<file path="src/rtl/cache_refill_ctrl.sv">
// rtl/cache_refill_ctrl.sv - MMU page cache tag table and miss refill controller
module cache_refill_ctrl #(
    parameter int NUM_PAGES = 4,
    parameter int TAG_W     = 14,
    parameter int OFS_W     = 10,
    parameter int IDX_W     = 2
) (
    input  logic                   fpgaClk,
    input  logic                   fpgaReset_n,
    input  logic                   lookupValid,
    input  logic [TAG_W-1:0]       lookupTag,
    input  logic                   invalidateAll,
    output logic                   lookupDone,
    output logic                   cacheHit,
    output logic [IDX_W-1:0]       hitIndex,
    output logic                   cpuHold,
    output logic                   extRdReq,
    output logic [TAG_W+OFS_W-1:0] extRdAddr,
    input  logic                   extRdAck,
    input  logic [7:0]             extRdData,
    output logic                   sramWe,
    output logic [IDX_W+OFS_W-1:0] sramAddr,
    output logic [7:0]             sramWdata
);
    localparam logic [2:0] S_IDLE    = 3'd0;
    localparam logic [2:0] S_RESOLVE = 3'd1;
    localparam logic [2:0] S_FETCH   = 3'd2;
    localparam logic [2:0] S_WRITE   = 3'd3;
    localparam logic [2:0] S_UPDATE  = 3'd4;
    localparam logic [OFS_W:0] LAST_OFS = {1'b0, {OFS_W{1'b1}}};

    logic [2:0]           state_q, state_d;
    logic [TAG_W-1:0]     cur_tag_q, cur_tag_d;
    logic [NUM_PAGES-1:0] valid_q, valid_d;
    logic [TAG_W-1:0]     tag_q [NUM_PAGES];
    logic [TAG_W-1:0]     tag_d [NUM_PAGES];
    logic [IDX_W-1:0]     victim_ptr_q, victim_ptr_d;
    logic [IDX_W-1:0]     victim_q, victim_d;
    logic                 from_ptr_q, from_ptr_d;
    logic [OFS_W:0]       offset_q, offset_d;
    logic [7:0]           data_q, data_d;
    logic                 inv_pend_q, inv_pend_d;
    logic                 lookup_done_q, lookup_done_d;
    logic                 cache_hit_q, cache_hit_d;
    logic [IDX_W-1:0]     hit_index_q, hit_index_d;

    logic                 hit, any_inv;
    logic [IDX_W-1:0]     hit_idx, inv_idx;

    // Descending scan so the lowest matching / invalid slot wins.
    always_comb begin
        hit     = 1'b0;
        hit_idx = '0;
        any_inv = 1'b0;
        inv_idx = '0;
        for (int i = NUM_PAGES - 1; i >= 0; i--) begin
            if (valid_q[i] && (tag_q[i] == cur_tag_q)) begin
                hit     = 1'b1;
                hit_idx = IDX_W'(i);
            end
            if (!valid_q[i]) begin
                any_inv = 1'b1;
                inv_idx = IDX_W'(i);
            end
        end
    end

    always_comb begin
        state_d       = state_q;
        cur_tag_d     = cur_tag_q;
        valid_d       = valid_q;
        tag_d         = tag_q;
        victim_ptr_d  = victim_ptr_q;
        victim_d      = victim_q;
        from_ptr_d    = from_ptr_q;
        offset_d      = offset_q;
        data_d        = data_q;
        inv_pend_d    = inv_pend_q;
        lookup_done_d = 1'b0;
        cache_hit_d   = 1'b0;
        hit_index_d   = '0;
        case (state_q)
            S_IDLE: begin
                if (invalidateAll) valid_d = '0;
                if (lookupValid) begin
                    cur_tag_d = lookupTag;
                    state_d   = S_RESOLVE;
                end
            end
            S_RESOLVE: begin
                if (hit) begin
                    lookup_done_d = 1'b1;
                    cache_hit_d   = 1'b1;
                    hit_index_d   = hit_idx;
                    if (invalidateAll || inv_pend_q) valid_d = '0;
                    inv_pend_d    = 1'b0;
                    state_d       = S_IDLE;
                end else begin
                    victim_d   = any_inv ? inv_idx : victim_ptr_q;
                    from_ptr_d = !any_inv;
                    offset_d   = '0;
                    inv_pend_d = inv_pend_q || invalidateAll;
                    state_d    = S_FETCH;
                end
            end
            S_FETCH: begin
                inv_pend_d = inv_pend_q || invalidateAll;
                if (extRdAck) begin
                    data_d  = extRdData;
                    state_d = S_WRITE;
                end
            end
            S_WRITE: begin
                inv_pend_d = inv_pend_q || invalidateAll;
                if (offset_q == LAST_OFS) begin
                    state_d = S_UPDATE;
                end else begin
                    offset_d = offset_q + 1'b1;
                    state_d  = S_FETCH;
                end
            end
            S_UPDATE: begin
                tag_d[victim_q]   = cur_tag_q;
                valid_d[victim_q] = 1'b1;
                if (from_ptr_q) victim_ptr_d = victim_ptr_q + 1'b1;
                // A pending flush wipes the page just filled as well.
                if (invalidateAll || inv_pend_q) valid_d = '0;
                inv_pend_d    = 1'b0;
                lookup_done_d = 1'b1;
                cache_hit_d   = 1'b1;
                hit_index_d   = victim_q;
                state_d       = S_IDLE;
            end
            default: state_d = S_IDLE;
        endcase
    end

    always_ff @(posedge fpgaClk or negedge fpgaReset_n) begin
        if (!fpgaReset_n) begin
            state_q       <= S_IDLE;
            cur_tag_q     <= '0;
            valid_q       <= '0;
            for (int i = 0; i < NUM_PAGES; i++) tag_q[i] <= '0;
            victim_ptr_q  <= '0;
            victim_q      <= '0;
            from_ptr_q    <= 1'b0;
            offset_q      <= '0;
            data_q        <= '0;
            inv_pend_q    <= 1'b0;
            lookup_done_q <= 1'b0;
            cache_hit_q   <= 1'b0;
            hit_index_q   <= '0;
        end else begin
            state_q       <= state_d;
            cur_tag_q     <= cur_tag_d;
            valid_q       <= valid_d;
            tag_q         <= tag_d;
            victim_ptr_q  <= victim_ptr_d;
            victim_q      <= victim_d;
            from_ptr_q    <= from_ptr_d;
            offset_q      <= offset_d;
            data_q        <= data_d;
            inv_pend_q    <= inv_pend_d;
            lookup_done_q <= lookup_done_d;
            cache_hit_q   <= cache_hit_d;
            hit_index_q   <= hit_index_d;
        end
    end

    // Port strobes decode straight from state so reset removes them at once.
    assign lookupDone = lookup_done_q;
    assign cacheHit   = cache_hit_q;
    assign hitIndex   = hit_index_q;
    assign cpuHold    = (state_q == S_FETCH) || (state_q == S_WRITE) || (state_q == S_UPDATE);
    assign extRdReq   = (state_q == S_FETCH);
    assign extRdAddr  = extRdReq ? {cur_tag_q, offset_q[OFS_W-1:0]} : '0;
    assign sramWe     = (state_q == S_WRITE);
    assign sramAddr   = sramWe ? {victim_q, offset_q[OFS_W-1:0]} : '0;
    assign sramWdata  = sramWe ? data_q : '0;
endmodule

</file>
<file path="config.mk">
export PLATFORM = sky130hd
export DESIGN_NAME = cache_refill_ctrl
export DESIGN_NICKNAME = d
export VERILOG_FILES = /design/src/rtl/cache_refill_ctrl.sv
export SDC_FILE = /design/constraint.sdc
export NUM_CORES = 1
export LEC_CHECK = 0
export CAP_MARGIN = 20
export CORE_MARGIN = 2
export CORE_UTILIZATION = 49
export DETAILED_ROUTE_END_ITERATION = 12
export GPL_TIMING_DRIVEN = 1
export PLACE_DENSITY = 0.77
export SLEW_MARGIN = 25
export SYNTH_ARGS = -nofsm -noshare
export SYNTH_HDL_FRONTEND = slang
export SYNTH_SLANG_ARGS = --single-unit
</file>
<file path="constraint.sdc">
create_clock -name fpgaClk -period 2 [get_ports fpgaClk]
set_input_delay 0.3 -clock fpgaClk [delete_from_list [all_inputs] [get_ports fpgaClk]]
set_output_delay 0.3 -clock fpgaClk [all_outputs]
set_load 0.1 [all_outputs]
</file>
==> summary.md <==
| Metric | Value |
|---|---|
| Sw frac | `46.3%` |
| Fin crit share | `106%` |
| Flop pwr share | `27.6%` |
| Synth warn | `0` |
| Max_cap viols | `0` |
| Final setup margin | `-117 ps` |
| Core area | `10400 um2` |
| Hold crit path type | `in -> async` |
| Psw | `5020 uW` |
| Post-route ant nets | `0` |
| Seq/Total Area, Yosys | `49.5%` |
| RSZ-0062 raised after global routing | `yes` |
| Clock Skew | `15.9 ps` |
| Largest net degree at the start of global routing | `44` |
| CTS buffer count | `9` |
| Die area | `11700 um2` |
| First-pass GRT wire length | `21.8 mm` |
| Asr flop ratio synth | `100%` |
| Drt wl/cell | `19.8 um` |
| Top-count cell post-synth | `dfrtp_1` |
| Die Span Y | `108 um` |
| Antenna violations before repair | `0` |
| Area added between synthesis and finish | `44.1%` |
| Clock latency on the worst-skew pair | `370 ps` |
| Fillers | `703` |
| #FFs+latches synth | `105` |
| Clock Power Share | `11.5%` |
| Minimum clock period after layout | `2120 ps` |
| Max Clk Rate | `0.472 GHz` |
| Yosys cell types | `40` |
| Setup crit end kind | `flop` |
| Share of layout cells above drive strength 1 | `52.7%` |
| Final Max Tran Viols | `0` |
| Lkg Pwr | `0.00345 uW` |
| Hpwl dp | `9.68 mm` |
| Power share of the combinational group | `60.9%` |
| Initial DRC count | `142` |
| Status | `finished, violations left` |
| Worst Tran Pin Value | `508 ps` |
| Post-Syn Instances | `440` |
| Drt first pass iters | `4` |
| Vias in the first global route | `4114` |
| Total Routing Usage GR | `24.7%` |
| Critical path type | `reg -> reg` |
| EDFF count, synth | `0` |
| Post-DR vias/cell | `5.51` |
| Non-filler cells, final | `705` |
| Synthesized Nets | `468` |
| Synth Cell Area | `5310 um2` |
| Synth top area cells | `dfrtp_1, mux2_2, xnor2_1` |
| Std cell rows | `37` |
| Leading cell types by count after synthesis | `dfrtp_1, mux2_2, xnor2_1` |
| Crit path required time | `2290 ps` |
| CTS sink cnt | `105` |
| Die span in x | `108 um` |
| Crit-path cells | `xnor2_2, nand4_1, nor4_2, buf_4, nor4_4, buf_12, buf_6, nand3b_1, a21oi_2` |
| Port bufs | `77` |
| Internal power | `5820 uW` |
| Violated checks | `negative setup slack` |
| CP top delay family | `simple AND/OR/NAND/NOR gates` |
| Post-synth top area share | `49.5%` |
| Worst setup SP type | `flop` |
| Final setup fails | `17` |
| Critical-path top delay cell | `dfrtp_2` |
| Design Power | `10800 uW` |
| Final net count | `592` |
| Top_reg_cell synth | `dfrtp_1` |
| CP peak stage delay | `500 ps` |
| Synth area leader | `dfrtp_1` |
| CTS root buf | `clkbuf_8` |
| Rel. slew slack | `66.1%` |
| CP max FO | `6` |
| Crit path buf inv count | `3` |
| Inst Count DP | `672` |
| Initial Util | `50.9%` |
| Max Root-Sink Buffers | `2` |
| N_diodes | `0` |
| Residual DRC | `0` |
| Num ports | `78` |
| Hold Fails Final Rpt | `0` |
| CP arrival | `2410 ps` |
| Clock tree from TritonCTS | `done` |
| Final wirelength | `14.0 mm` |
| H-tree Lvls | `3` |
| Clock-pin slew on the worst setup and hold paths | `110 ps` |
| GR Overflow Total | `0` |
| GPL Wtd Cong | `0.829` |
| Maximum vdd ir drop | `1.35 mV` |
| Pwr dens | `1420 nW/um2` |
| Average size of a mapped cell | `12.1 um2` |
| Vias | `3884` |
cell usage in the layout (no fill, tap or decap), types with 3 or more instances in the layout:
master | synthesis | final
nand3_1 | 13 | 11
xnor2_2 | 0 | 14
clkbuf_8 | 0 | 10
and3_2 | 0 | 13
clkdlybuf4s50_1 | 0 | 25
a221o_1 | 4 | 4
a21oi_4 | 1 | 3
buf_4 | 9 | 50
o21ai_0 | 3 | 3
nand4_1 | 12 | 12
xnor2_1 | 61 | 44
a22o_1 | 5 | 5
nor4_4 | 1 | 3
nand2b_1 | 3 | 3
and2_2 | 0 | 8
nand2_1 | 9 | 9
a21oi_1 | 10 | 8
mux2_2 | 80 | 80
dfrtp_1 | 105 | 93
inv_1 | 6 | 4
xnor2_4 | 0 | 3
buf_6 | 7 | 9
buf_12 | 0 | 55
and3_1 | 24 | 11
nor2_1 | 16 | 14
and2_1 | 29 | 5
dfrtp_2 | 0 | 12
clkinvlp_4 | 0 | 3
and2_4 | 0 | 16
state kept, by name, summed over array words and instances, names as in the netlist:
register / count
data_q: 8
tag_q: 56
hitIndex: 2
state_q: 3
offset_q: 11
victim_q: 2
victim_ptr_q: 2
cur_tag_q: 14
cacheHit: 1
from_ptr_q: 1
valid_q: 4
inv_pend_q: 1
metrics by stage:
| stage | util [%] | setup slack [ps] | area (um2) | TNS, ps | hold slack [ps] |
|---|---|---|---|---|---|
| finish | 73.4 | -117 | 7640 | -811 | 444 |
| global route | 73.4 | -212 | 7640 | -3530 | 482 |
| CTS | 70.8 | -54.2 | 7370 | -301 | 462 |
| detailed placement | 67.2 | -134 | 7000 | -679 | 307 |
| global placement | 67.2 | -86.0 | 7000 | -519 | 298 |
| floorplan | - | -226 | 5370 | -873 | 4.41 |
layout make-up:
class / instances / area [um2] / area share [%]
Sequential cell: 105 / 2640 / 34.6
Timing Repair Buffer: 141 / 1840 / 24.1
Clock buffer: 11 / 141 / 1.85
Inverter: 6 / 28.8 / 0.376
Multi-Input combinational cell: 301 / 2780 / 36.4
Tap cell: 136 / 170 / 2.23
Clock inverter: 5 / 37.5 / 0.491
logic make-up (layout without fill, tap and decap cells):
| logic type | count (synthesis) | count (layout) | share of synthesized area (%) |
|---|---|---|---|
| AND/OR/NAND/NOR | 125 | 125 | 14.2 |
| flip-flops | 105 | 105 | 49.5 |
| multiplexers | 82 | 82 | 17.4 |
| XOR/XNOR | 62 | 62 | 10.2 |
| buffers and inverters | 35 | 163 | 4.25 |
| AO/OA/AOI/OAI | 30 | 31 | 4.20 |
| adder cells (fa/ha/maj) | 1 | 1 | 0.236 |
layer usage:
metal / vias to the layer above / GRT usage, % / share of wire [%]
met5: - / 0 / 0
met4: 0 / 11.6 / 2.7
met3: 27 / 3.98 / 5.0
met1: 1966 / 29.9 / 39
li1: 1766 / - / -
met2: 125 / 42.9 / 53
power by group through the flow:
| stage | Clock (uW) | Combinational [uW] | Sequential [uW] |
|---|---|---|---|
| floorplan | 0 | 4100 | 2620 |
| global placement | 0 | 5850 | 2920 |
| detailed placement | 0 | 5930 | 2950 |
| CTS | 1260 | 6220 | 2940 |
| global route | 1360 | 6870 | 3050 |
| finish | 1250 | 6610 | 2990 |
path summary, 6_finish.rpt:
| kind | from | endpoint | slack, ps | cells past startpoint |
|---|---|---|---|---|
| max in group asynchronous | fpgaReset_n | cur_tag_q[0] | 790 | 3 |
| min in group fpgaClk | offset_q[10] | state_q[2] | 480 | 1 |
| min | fpgaReset_n | offset_q[6] | 440 | 2 |
| max reg2reg | cur_tag_q[1] | cacheHit | -120 | 9 |
| min reg2reg | offset_q[10] | state_q[2] | 480 | 1 |
| max | cur_tag_q[1] | cacheHit | -120 | 9 |
repair_timing:
| action | 4_1_cts | 5_1_grt |
|---|---|---|
| endpoints found under the setup margin | 32 | 47 |
| resized for setup | 32 | 41 |
| buffers inserted | 8 | 11 |
| gates cloned | 2 | 0 |
| pin swaps | 8 | 20 |
| hold endpoints to repair | 36 | 0 |
| hold buffers | 1 | 0 |
(Power assumes the default switching activity.)
